## config.mk

```make
export PLATFORM = sky130hd
export DESIGN_NAME = alu_seq_unit
export DESIGN_NICKNAME = d
export VERILOG_FILES = /design/src/rtl/alu_seq_unit.sv
export SDC_FILE = /design/constraint.sdc
export NUM_CORES = 1
export LEC_CHECK = 0
export CELL_PAD_IN_SITES_DETAIL_PLACEMENT = 1
export CELL_PAD_IN_SITES_GLOBAL_PLACEMENT = 1
export CORE_MARGIN = 2
export CORE_UTILIZATION = 46
export DETAILED_ROUTE_END_ITERATION = 6
export GPL_TIMING_DRIVEN = 0
export PLACE_DENSITY = 0.95
export SLEW_MARGIN = 20
export SYNTH_ARGS = -nofsm -noshare
export SYNTH_HDL_FRONTEND = slang
export SYNTH_SLANG_ARGS = --single-unit
```

## constraint.sdc

```tcl
create_clock -name clk -period 6.25 [get_ports clk]
set_input_delay 0.9375 -clock clk [delete_from_list [all_inputs] [get_ports clk]]
set_output_delay 0.9375 -clock clk [all_outputs]
set_load 0.01 [all_outputs]
```

## src/rtl/alu_seq_unit.sv

```systemverilog
`default_nettype none
// ============================================================================
// Module      : alu_seq_unit
// Description : Sequential ALU that completes add/sub/and/or/slt in one cycle,
//               shifts one bit per cycle, and does an optional shift-add
//               multiply. Macro ALU_SEQ_MUL_EN enables the multiplier.
// Revision    : 1.0 - initial release
// ============================================================================
module alu_seq_unit #(
    parameter int WIDTH = 32,
    parameter int SHW   = $clog2(WIDTH)
) (
    input  logic             clk,
    input  logic             rst_n,
    input  logic             start,
    input  logic [1:0]       aluop,
    input  logic [3:0]       funct,
    input  logic [WIDTH-1:0] a,
    input  logic [WIDTH-1:0] b,
    output logic [WIDTH-1:0] result,
    output logic             zero,
    output logic             busy,
    output logic             done,
    output logic             link_rt,
    output logic             reg31_rt
);

    localparam int             CW      = SHW + 1;
    localparam logic [CW-1:0]  CNT_ONE = CW'(1);

    localparam logic [1:0] ST_IDLE  = 2'd0;
    localparam logic [1:0] ST_SHIFT = 2'd1;
`ifdef ALU_SEQ_MUL_EN
    localparam logic [1:0] ST_MUL   = 2'd2;
`endif
    localparam logic [1:0] ST_DONE  = 2'd3;

    localparam logic [2:0] OP_ADD = 3'd0;
    localparam logic [2:0] OP_SUB = 3'd1;
    localparam logic [2:0] OP_AND = 3'd2;
    localparam logic [2:0] OP_OR  = 3'd3;
    localparam logic [2:0] OP_SLT = 3'd4;
    localparam logic [2:0] OP_SLL = 3'd5;
    localparam logic [2:0] OP_SRL = 3'd6;
`ifdef ALU_SEQ_MUL_EN
    localparam logic [2:0] OP_MUL = 3'd7;
`endif

    logic [1:0]       state_q, state_d;
    logic [WIDTH-1:0] acc_q, acc_d;
    logic [WIDTH-1:0] result_q, result_d;
    logic [CW-1:0]    cnt_q, cnt_d;
    logic             shl_q, shl_d;
    logic             link_pend_q, link_pend_d;
    logic             r31_pend_q, r31_pend_d;
    logic             link_q, link_d;
    logic             r31_q, r31_d;
`ifdef ALU_SEQ_MUL_EN
    logic [WIDTH-1:0] mcand_q, mcand_d;
    logic [WIDTH-1:0] mplier_q, mplier_d;
    logic [WIDTH-1:0] w_mul_sum;
`endif

    logic [2:0]       w_op;
    logic             w_is_link;
    logic             w_is_r31;
    logic [WIDTH-1:0] w_imm_res;
    logic [WIDTH-1:0] w_shift_step;
    logic [SHW-1:0]   w_shamt;

    assign w_shamt = b[SHW-1:0];

    // Operation decode; unlisted R-type codes fall back to add.
    always_comb begin
        w_op = OP_ADD;
        case (aluop)
            2'b00: w_op = OP_ADD;
            2'b01: w_op = OP_SUB;
            2'b11: w_op = OP_OR;
            default: begin
                case (funct)
                    4'b0001: w_op = OP_SLL;
                    4'b0010: w_op = OP_SRL;
                    4'b0110: w_op = OP_SUB;
                    4'b0100: w_op = OP_AND;
                    4'b0101: w_op = OP_OR;
                    4'b1010: w_op = OP_SLT;
`ifdef ALU_SEQ_MUL_EN
                    4'b1100: w_op = OP_MUL;
`endif
                    default: w_op = OP_ADD;
                endcase
            end
        endcase
        w_is_link = (aluop == 2'b10) && ((funct == 4'b0101) || (funct == 4'b1001));
        w_is_r31  = (aluop == 2'b10) && (funct == 4'b0101);
    end

    // Single-cycle results; a shift by zero passes operand A through.
    always_comb begin
        w_imm_res = a;
        case (w_op)
            OP_ADD:  w_imm_res = a + b;
            OP_SUB:  w_imm_res = a - b;
            OP_AND:  w_imm_res = a & b;
            OP_OR:   w_imm_res = a | b;
            OP_SLT:  w_imm_res = {{(WIDTH-1){1'b0}}, ($signed(a) < $signed(b))};
            default: w_imm_res = a;
        endcase
    end

    assign w_shift_step = shl_q ? (acc_q << 1) : (acc_q >> 1);
`ifdef ALU_SEQ_MUL_EN
    assign w_mul_sum    = mplier_q[0] ? (acc_q + mcand_q) : acc_q;
`endif

    always_comb begin
        state_d     = state_q;
        acc_d       = acc_q;
        result_d    = result_q;
        cnt_d       = cnt_q;
        shl_d       = shl_q;
        link_pend_d = link_pend_q;
        r31_pend_d  = r31_pend_q;
        link_d      = link_q;
        r31_d       = r31_q;
`ifdef ALU_SEQ_MUL_EN
        mcand_d     = mcand_q;
        mplier_d    = mplier_q;
`endif
        case (state_q)
            ST_IDLE: begin
                if (start) begin
                    link_pend_d = w_is_link;
                    r31_pend_d  = w_is_r31;
                    if (((w_op == OP_SLL) || (w_op == OP_SRL)) && (w_shamt != '0)) begin
                        state_d = ST_SHIFT;
                        acc_d   = a;
                        cnt_d   = {1'b0, w_shamt};
                        shl_d   = (w_op == OP_SLL);
`ifdef ALU_SEQ_MUL_EN
                    end else if (w_op == OP_MUL) begin
                        state_d  = ST_MUL;
                        acc_d    = '0;
                        mcand_d  = a;
                        mplier_d = b;
                        cnt_d    = CW'(WIDTH);
`endif
                    end else begin
                        state_d  = ST_DONE;
                        result_d = w_imm_res;
                        link_d   = w_is_link;
                        r31_d    = w_is_r31;
                    end
                end
            end
            ST_SHIFT: begin
                acc_d = w_shift_step;
                cnt_d = cnt_q - CNT_ONE;
                if (cnt_q == CNT_ONE) begin
                    state_d  = ST_DONE;
                    result_d = w_shift_step;
                    link_d   = link_pend_q;
                    r31_d    = r31_pend_q;
                end
            end
`ifdef ALU_SEQ_MUL_EN
            ST_MUL: begin
                acc_d    = w_mul_sum;
                mcand_d  = mcand_q << 1;
                mplier_d = mplier_q >> 1;
                cnt_d    = cnt_q - CNT_ONE;
                if (cnt_q == CNT_ONE) begin
                    state_d  = ST_DONE;
                    result_d = w_mul_sum;
                    link_d   = link_pend_q;
                    r31_d    = r31_pend_q;
                end
            end
`endif
            ST_DONE: state_d = ST_IDLE;
            default: state_d = ST_IDLE;
        endcase
    end

    always_ff @(posedge clk or negedge rst_n) begin
        if (!rst_n) begin
            state_q     <= ST_IDLE;
            acc_q       <= '0;
            result_q    <= '0;
            cnt_q       <= '0;
            shl_q       <= 1'b0;
            link_pend_q <= 1'b0;
            r31_pend_q  <= 1'b0;
            link_q      <= 1'b0;
            r31_q       <= 1'b0;
`ifdef ALU_SEQ_MUL_EN
            mcand_q     <= '0;
            mplier_q    <= '0;
`endif
        end else begin
            state_q     <= state_d;
            acc_q       <= acc_d;
            result_q    <= result_d;
            cnt_q       <= cnt_d;
            shl_q       <= shl_d;
            link_pend_q <= link_pend_d;
            r31_pend_q  <= r31_pend_d;
            link_q      <= link_d;
            r31_q       <= r31_d;
`ifdef ALU_SEQ_MUL_EN
            mcand_q     <= mcand_d;
            mplier_q    <= mplier_d;
`endif
        end
    end

    assign result   = result_q;
    assign zero     = (result_q == '0);
    assign busy     = (state_q != ST_IDLE);
    assign done     = (state_q == ST_DONE);
    assign link_rt  = link_q;
    assign reg31_rt = r31_q;

endmodule
`default_nettype wire

```

### After elaboration in Yosys (flattened, before gate mapping)

Index checks and enable logic that the tools add are counted.

| storage, ports and cells | value |
|---|---|
| output and inout bits | 37 |
| register bits | 77 |
| word-level logic and storage cells | 81 |
| input port bits | 73 |

| cells by class | value |
|---|---|
| equality and inequality tests | 23 |
| mux-type cells | 26 |
| bitwise operators | 2 |
| reductions and logical operators | 17 |
| magnitude comparators | 1 |
| add/subtract/negate cells | 3 |

Operator list:

| operator | count |
|---|---|
| $mux W32 | 6 |
| $pmux W32 S5 | 1 |
| $pmux W32 S2 | 2 |
| $add A32 B32 Y32 | 1 |
| $and A32 B32 Y32 | 1 |
| $logic_not A32 Y1 | 1 |
| $lt A32 B32 Y1 | 1 |
| $or A32 B32 Y32 | 1 |
| $sub A32 B32 Y32 | 1 |
| $pmux W3 S6 | 1 |
| $eq A4 B3 Y1 const B | 3 |
| $mux W6 | 2 |
| $pmux W6 S2 | 1 |
| $eq A3 B3 Y1 const B | 3 |
| $pmux W3 S3 | 1 |
| $eq A4 B4 Y1 const B | 2 |
| $ne A2 B2 Y1 const B | 4 |
| $eq A2 B2 Y1 const B | 3 |
| $eq A3 B2 Y1 const B | 2 |
| $eq A6 B1 Y1 const B | 1 |
| $mux W1 | 6 |
| $mux W2 | 3 |
| $reduce_and A3 Y1 | 2 |
| $sub A6 B1 Y6 const B | 1 |
| other kinds (14) | 22 |

### Logic depth before layout (Yosys ltp)

Gate-level depths: netlist of run 1.

| depth | value |
|---|---|
| depth in word-level cells | 9 |
| depth in mapped cells | 13 |

### Worst setup path after synthesis of run 1

OpenSTA, ideal clock, no wires.

| timing | value |
|---|---|
| path kind | input-to-reg |
| start point | in a[0] |
| end point | reg result_q[24] (netlist: result[24]) |
| arrival time | 3.534 ns |
| cell stages on the path | 12 |
| data required time | 6.108 ns |
| slack | 2.574 ns |
| buffers on the path | 0 |
| cells stage by stage | ha_1 -> fa_1 -> a21o_1 -> a211o_1 -> a21oi_4 -> o21a_4 -> nor3_2 -> a2111oi_4 -> o21ai_1 -> xnor2_1 -> a221oi_1 -> o221ai_1 |

| between the ends | value |
|---|---|
| longest elaborated chain between the ends | 5 |

RTL lines:

| element | RTL line | text |
|---|---|---|
| start, declared | 18 | `input logic [WIDTH-1:0] a,` |
| $sub A32 B32 Y32 or $add A32 B32 Y32 (tied branches) | 104, 103 |  |
| $pmux W32 S5 (*) | 102 | `case (w_op)` |
| $mux W32 (*) | 136 | `if (((w_op == OP_SLL) \|\| (w_op == OP_SRL)) && (w_shamt != '0)) begin` |
| $mux W32 (*) | 133 | `if (start) begin` |
| $pmux W32 S2 (*) | 131 | `case (state_q)` |
| end signal, assigned | 204 | `result_q <= result_d;` |
| end, declared | 51 | `logic [WIDTH-1:0] result_q, result_d;` |

Every way passes the cells marked *; elsewhere a longest branch is shown, timed or not. The select of a mux whose other input is x is not followed.
A chain may end at the register's enable or synchronous reset.

### Final worst setup path of run 1

| timing | value |
|---|---|
| start point | in b[0] |
| end point | reg result_q[22] (netlist: result[22]) |

| between the ends | value |
|---|---|
| longest elaborated chain between the ends | 5 |

RTL lines:

| element | RTL line | text |
|---|---|---|
| start, declared | 19 | `input logic [WIDTH-1:0] b,` |
| $sub A32 B32 Y32 or $add A32 B32 Y32 (tied branches) | 104, 103 |  |
| $pmux W32 S5 | 102 |  |
| $mux W32 | 136 |  |
| $mux W32 | 133 |  |
| $pmux W32 S2 | 131 |  |

Several ways; a longest one is shown, not always the timed one. The select of a mux whose other input is x is not followed.

==> results of run 1 <==
worst reg2reg max path, cell delays in order, from the launching register on:
cell and delay (ns):
dfrtp_1 0.48, nor2b_1 0.15, clkbuf_1 0.68, clkbuf_1 0.63, clkbuf_1 0.61, nand2_1 0.20
nand2_1 0.11, o21ai_0 0.09, o31ai_1 0.11
final cells by class:
class,count,area share [%]
Clock buffer,10,2.21
Multi-Input combinational cell,911,59.9
Buffer,72,2.71
Tap cell,265,3.07
Sequential cell,77,17.8
Inverter,100,3.47
Timing Repair Buffer,110,10.2
Clock inverter,6,0.579
power by group:
| part | total (W) | leakage (nW) | switching [W] | internal (W) |
|---|---|---|---|---|
| Combinational | 0.00197 | 3.65 | 0.00120 | 0.000767 |
| Clock | 0.000543 | 0.140 | 0.000224 | 0.000319 |
| Sequential | 0.000964 | 0.943 | 0.000243 | 0.000721 |
| Total | 0.00347 | 4.74 | 0.00167 | 0.00181 |
path summary, 6_finish.rpt:
kind | startpoint | to | slack, ns | depth (start not counted)
worst max-delay path | b[0] | result[22]$_DFFE_PN0P_ | 1.25 | 13
worst min-delay path | rst_n | acc_q[2]$_DFFE_PN0P_ | 0.52 | 1
worst max register to register | state_q[1]$_DFFE_PN0P_ | result[22]$_DFFE_PN0P_ | 3.06 | 8
worst min register to register | result[2]$_DFFE_PN0P_ | result[2]$_DFFE_PN0P_ | 0.52 | 1
max in group asynchronous | rst_n | result[22]$_DFFE_PN0P_ | 5.11 | 2
min in group clk | result[2]$_DFFE_PN0P_ | result[2]$_DFFE_PN0P_ | 0.52 | 1
cells in the mapped netlist, drive strengths merged, types with 7 or more instances:
cell / instances / share of area, %
ha: 113 / 16
a21oi: 105 / 6.1
nand2: 104 / 4.3
inv: 99 / 4.1
o21ai: 93 / 5.1
nor2: 81 / 3.4
dfrtp: 77 / 21
clkbuf: 57 / 2.4
o31ai: 28 / 2.4
a221oi: 25 / 2.6
o221ai: 24 / 2.4
nor3: 23 / 1.3
mux2i: 22 / 2.4
a211oi: 21 / 1.8
nor2b: 18 / 1.2
xnor2: 18 / 1.7
a31oi: 17 / 1.2
mux2: 17 / 2.2
nand2b: 17 / 1.2
o21bai: 17 / 1.5
buf: 15 / 0.87
nor4: 15 / 1.1
a221o: 14 / 1.5
o211ai: 14 / 1.2
a21o: 11 / 0.91
nand3: 10 / 0.55
and3: 8 / 0.55
o21a: 8 / 0.75
a22oi: 7 / 0.58
nand4: 7 / 0.48
or3: 7 / 0.48
per-stage QoR:
step                worst slack, ns  util (%)
floorplan                      2.57         -
global placement               1.16      53.9
detailed placement             1.08      54.1
CTS                            1.42      55.7
global route                   1.14      55.7
finish                         1.25      55.7
cells in the final DEF (no fill, tap or decap), types with 16 or more instances in the layout:
master,Yosys,final
a211oi_1,20,20
a21oi_1,101,101
a221oi_1,23,23
a31oi_1,17,17
clkbuf_1,57,57
clkdlybuf4s50_1,0,106
dfrtp_1,77,77
ha_1,113,113
inv_1,98,98
mux2_2,16,16
mux2i_1,22,22
nand2_1,104,104
nand2b_1,17,17
nor2_1,81,81
nor2b_1,18,18
nor3_1,22,22
o21ai_0,88,88
o21bai_1,16,16
o221ai_1,23,23
o31ai_1,27,27
xnor2_1,18,18
sequential cells by signal, indices dropped and copies added, names as in the netlist:
name	cells
result	32
shl_q	1
cnt_q	6
reg31_rt	1
link_pend_q	1
link_rt	1
r31_pend_q	1
state_q	2
acc_q	32
logic make-up (layout without fill, tap and decap cells):
kind of cell | Yosys count | count (layout) | synth area share, %
fa+ha+maj | 115 | 115 | 16.1
mux | 39 | 39 | 4.59
buf+inv | 172 | 298 | 7.38
compound gates | 428 | 428 | 32.5
xor+xnor | 21 | 21 | 2.03
flops | 77 | 77 | 21.3
simple gates | 308 | 308 | 16.2
metal layers:
layer	up-vias	track usage, %	part of all wire [%]
met5	-	0	0
met4	0	22.7	7.2
met3	239	10.1	11
met2	765	63.3	44
met1	5168	47.4	37
li1	4487	-	-
==> flow_summary.json, run 1 <==
{
  "period_share_pct": 80.0,
  "areaGrowthSynthToFinish_pct": 19.3,
  "fillers": 2411,
  "clkSinkCount": 77,
  "rows": 51,
  "crit_top_cell": "o31ai_1",
  "clock_skew_ns": 0.00818,
  "seq_area_mm2": 0.00193,
  "post-route-drc-count": 0,
  "vdd_ir_drop_max_uv": 192,
  "crit_buf_inv": 1,
  "maxSlewViolCount": 0,
  "setup_tns_ns": 0,
  "grt-ovfl-total": 0,
  "fp.dieW_um": 144,
  "drtPass1Iterations": 6,
  "yosysUniqueCellTypes": 78,
  "stdcell_count": 1551,
  "cp.arrival_ns": 5.19,
  "hold_viol_final": 0,
  "cp_max_fo": 5,
  "drive_above_1_share_pct": 5.68,
  "grt_pass1_vias": 10800,
  "synth_edf_count": 0,
  "vias": 10700,
  "ys_warn_count": 0,
  "placed_cell_area_mm2": 0.0105,
  "crit_chain": "clkdlybuf4s50_1 > ha_1 > fa_1 > o21bai_2 > a21oi_2 > o31ai_2 > a221o_1 > a21oi_4 > o31ai_1 > a311o_1 > o221ai_1 > a221oi_2 > o31ai_1",
  "port-buffer-count": 107,
  "max_freq_ghz": 0.200,
  "end_kind": "flop",
  "hp-class": "primary input to asynchronous set/reset pin",
  "outcome": "finished clean",
  "initialDrtViolationCount": 1277,
  "crit_family": "compound AO/OA/AOI/OAI gates",
  "syn_avg_cell_area_um2": 7.80,
  "period_minus_slack_ns": 5.00,
  "wl_um": 41000,
  "grt_pass1_wl_um": 61800,
  "track_usage_pct": 39.3,
  "worst-endpoint-required_ns": 6.44,
  "clock_latency_ns": 0.35,
  "synth-seq-area-share_pct": 21.3,
  "startpoint_type": "primary input",
  "dieArea_mm2": 0.0208,
  "finalSetupViolations": 0,
  "power.total_w": 0.00347,
  "syn-cell-area_mm2": 0.00905,
  "antenna_found_initial": 0,
  "relSlewSlack_pct": 24.5,
  "worst_pin_slew_ns": 1.13,
  "multi_input_area_mm2": 0.00647,
  "antenna_cells": 0,
  "crit_type": "primary input to flop",
  "ys.flop_type": "dfrtp_1",
  "grt_max_degree": 53,
  "post_cts_resized": 0,
  "gp_congestion": 0.958,
  "cts_tree": "yes",
  "syn-num-nets": 1348,
  "path_clk_slew_ns": 0.06,
  "cts_made_buffers": 9,
  "nets": 1469,
  "postCtsSetupRepairBufs": 0,
  "fin_area_mm2": 0.0108,
  "crit_slowest_cell": "clkdlybuf4s50_1",
  "synth_cells": 1160,
  "antenna_left": 0,
  "avgRoutedWirePerCell_um": 26.4,
  "rsz0062_at_grt": "false",
  "io_pins": 110,
  "holdBufCountCts": 0,
  "holdWs_ns": 0.519,
  "power_per_cell_area_mw_per_mm2": 322,
  "max_stage_delay_ns": 0.58,
  "core_area_mm2": 0.0194,
  "initial_core_util_pct": 46.7,
  "cap_violations": 0,
  "dp_cells": 1535,
  "async_flop_share_pct": 100,
  "cts_buffer_depth": 2,
  "detail_route.vias_per_cell": 6.87,
  "root_buffer": "clkbuf_16",
  "p_leak_nw": 4.74,
  "die_height_um": 144,
  "htree_levels": 3,
  "yosys_register_bits": 77,
  "dp_hpwl_um": 31100
}
Power figures use the tool's default switching activity.
==> run 2, diff against run 1 <==
--- a/config.mk
+++ b/config.mk
@@ -8,10 +8,10 @@
 export CELL_PAD_IN_SITES_DETAIL_PLACEMENT = 1
 export CELL_PAD_IN_SITES_GLOBAL_PLACEMENT = 1
 export CORE_MARGIN = 2
-export CORE_UTILIZATION = 46
+export CORE_UTILIZATION = 39
 export DETAILED_ROUTE_END_ITERATION = 6
 export GPL_TIMING_DRIVEN = 0
-export PLACE_DENSITY = 0.95
+export PLACE_DENSITY = 0.86
 export SLEW_MARGIN = 20
 export SYNTH_ARGS = -nofsm -noshare
 export SYNTH_HDL_FRONTEND = slang
==> constraint.sdc (replaced) <==
create_clock -name clk -period 4.35 [get_ports clk]
set_input_delay 0.6525 -clock clk [delete_from_list [all_inputs] [get_ports clk]]
set_output_delay 0.6525 -clock clk [all_outputs]
set_load 0.01 [all_outputs]
==> run 2 against run 1 <==
Effect of this change: sequential power increased by 42%; via count decreased by 2.3%; sequential share of layout area decreased by 0.19 points; clock power increased by 56%; power increased by 45%; non-clock buffer count increased by 1; critical endpoint is now result[28]$_DFFE_PN0P_; largest power group unchanged.
==> flow_summary.json, run 2 (synthesized netlist as in run 1, its figures left out) <==
{
  "hold_viol_final": 0,
  "antenna_found_initial": 0,
  "fin_ws_ns": 0.0701,
  "reg2reg_depth": 8,
  "post-route-drc-count": 0,
  "end_kind": "flop",
  "holdBufCountCts": 0,
  "placed_cell_area_mm2": 0.0105,
  "crit_top_cell": "o221ai_1",
  "track_usage_pct": 32.2,
  "root_buffer": "clkbuf_16",
  "drive_above_1_share_pct": 6.29,
  "p_sw_w": 0.00236,
  "grt_max_degree": 52,
  "worst_pin_slew_ns": 1.23,
  "period_share_pct": 98.4,
  "holdWs_ns": 0.224,
  "dp_cells": 1555,
  "crit_type": "primary input to flop",
  "relSlewSlack_pct": 17.8,
  "core_area_mm2": 0.0227,
  "max_freq_ghz": 0.234,
  "p_leak_nw": 4.77,
  "max_stage_delay_ns": 0.59,
  "fp.dieW_um": 156,
  "clock_skew_ns": 0.0110,
  "port-buffer-count": 107,
  "r2r_setup_slack_ns": 1.13,
  "cp.arrival_ns": 4.47,
  "setup_tns_ns": 0,
  "worst-endpoint-required_ns": 4.54,
  "maxSlewViolCount": 0,
  "r2r-end": "result[22]$_DFFE_PN0P_",
  "drtPass1Iterations": 6,
  "fin_area_mm2": 0.0109,
  "vias": 10400,
  "finalSetupViolations": 0,
  "vdd_ir_drop_max_uv": 307,
  "timing.rr.start": "state_q[1]$_DFFE_PN0P_",
  "mostFrequentLayoutCell": "ha_1",
  "crit_slowest_cell": "clkdlybuf4s50_1",
  "pre_cts_ws_ns": -0.481,
  "dp_hpwl_um": 30600,
  "crit_chain": "clkdlybuf4s50_1 > ha_1 > fa_1 > a21o_1 > a211o_1 > a21oi_4 > o21a_4 > o21ai_0 > a31oi_1 > xnor2_1 > o221ai_1 > a21oi_1 > o221ai_1",
  "period_minus_slack_ns": 4.28,
  "antenna_left": 0,
  "outcome": "finished clean",
  "power_frac_clock_pct": 16.8,
  "cp_max_fo": 6,
  "p_int_w": 0.00266,
  "nets": 1470,
  "sw_frac_of_total_pct": 46.9,
  "crit_family": "compound AO/OA/AOI/OAI gates",
  "initialDrtViolationCount": 1013,
  "initial_core_util_pct": 39.9,
  "pwr-share-comb_pct": 55.8,
  "path_clk_slew_ns": 0.06,
  "grt-ovfl-total": 0,
  "areaGrowthSynthToFinish_pct": 20.6,
  "rows": 55,
  "cts_buffer_depth": 2,
  "cap_violations": 0,
  "power_per_cell_area_mw_per_mm2": 460,
  "clock_latency_ns": 0.35,
  "mostFrequentLayoutCells": "ha_1, clkdlybuf4s50_1, nand2_1",
  "hp-class": "primary input to asynchronous set/reset pin",
  "detail_route.vias_per_cell": 6.62,
  "gp_congestion": 0.980,
  "io_pins": 110,
  "cts_made_buffers": 9,
  "avgRoutedWirePerCell_um": 25.7,
  "clkSinkCount": 77,
  "dieArea_mm2": 0.0244,
  "crit_buf_inv": 1,
  "critPathLaunch": "b[0]",
  "cts_tree": "yes",
  "grt_pass1_vias": 10300,
  "startpoint_type": "primary input",
  "pwr-share-seq_pct": 27.4,
  "wl_um": 40400,
  "grt_pass1_wl_um": 60000,
  "rsz0062_at_grt": "false",
  "die_height_um": 156,
  "htree_levels": 3,
  "stdcell_count": 1573
}
run 2: changes by cell type in the layout (fill, tap and decap cells not counted), moves of 2 or more:
cell / change
clkinvlp_4: -3
o31ai_1: -2
a211oi_1: -2
a211oi_2: +2
o31ai_4: +2
run 2: worst register-to-register path, stage by stage (launching register included):
cell and delay (ns):
dfrtp_1 0.47, nor2b_1 0.15, clkbuf_1 0.66, clkbuf_1 0.71, clkbuf_1 0.60, nand2_1 0.21
nand2_1 0.13, o21ai_0 0.11, o31ai_1 0.10
run 2: how the worst max path moves through the flow:
stage	endpoint	cells after the start	slack (ns)
after floorplan	result[24]$_DFFE_PN0P_	12	0.96
after global placement	result[22]$_DFFE_PN0P_	14	-0.44
after detailed placement	result[22]$_DFFE_PN0P_	14	-0.48
after CTS	result[24]$_DFFE_PN0P_	13	0.03
after global routing	result[25]$_DFFE_PN0P_	14	0.02
final	result[28]$_DFFE_PN0P_	13	0.07
run 2: power groups by stage:
stage	clock (W)	sequential (W)	combinational (W)
finish	0.000845	0.00137	0.00280
CTS	0.000838	0.00136	0.00271
global placement	0	0.00135	0.00257
floorplan	0	0.00130	0.00155
global route	0.000864	0.00139	0.00300
detailed placement	0	0.00136	0.00267
run 2: per-stage QoR:
stage,power (W),util [%]
after floorplan,0.00285,-
after global placement,0.00392,46.1
after detailed placement,0.00404,46.4
after CTS,0.00491,47.8
after global routing,0.00526,48.1
final,0.00502,48.1
run 2: metal layers:
metal	wire [um]	part of all wire [%]	global-route usage [%]
met1	16000	40	41.1
met2	18100	45	51.4
met3	3910	9.7	6.65
met4	2360	5.9	16.8
met5	0	0	0
run 2: final cells by class:
cell class | instances | area [um2]
clock buffers | 11 | 243
inverters | 100 | 375
fillers | 2813 | 11800
plain buffers | 72 | 293
diodes | 1 | 2.50
well taps | 285 | 357
multi-input cells | 911 | 6530
repair buffers | 111 | 1110
flip-flops and latches | 77 | 1930
clock inverters | 5 | 82.6
run 2: timing repair:
action	in CTS	in global routing
setup endpoints to repair	3	8
buffers inserted	0	1
gates resized for setup	2	8
pin swaps	0	1
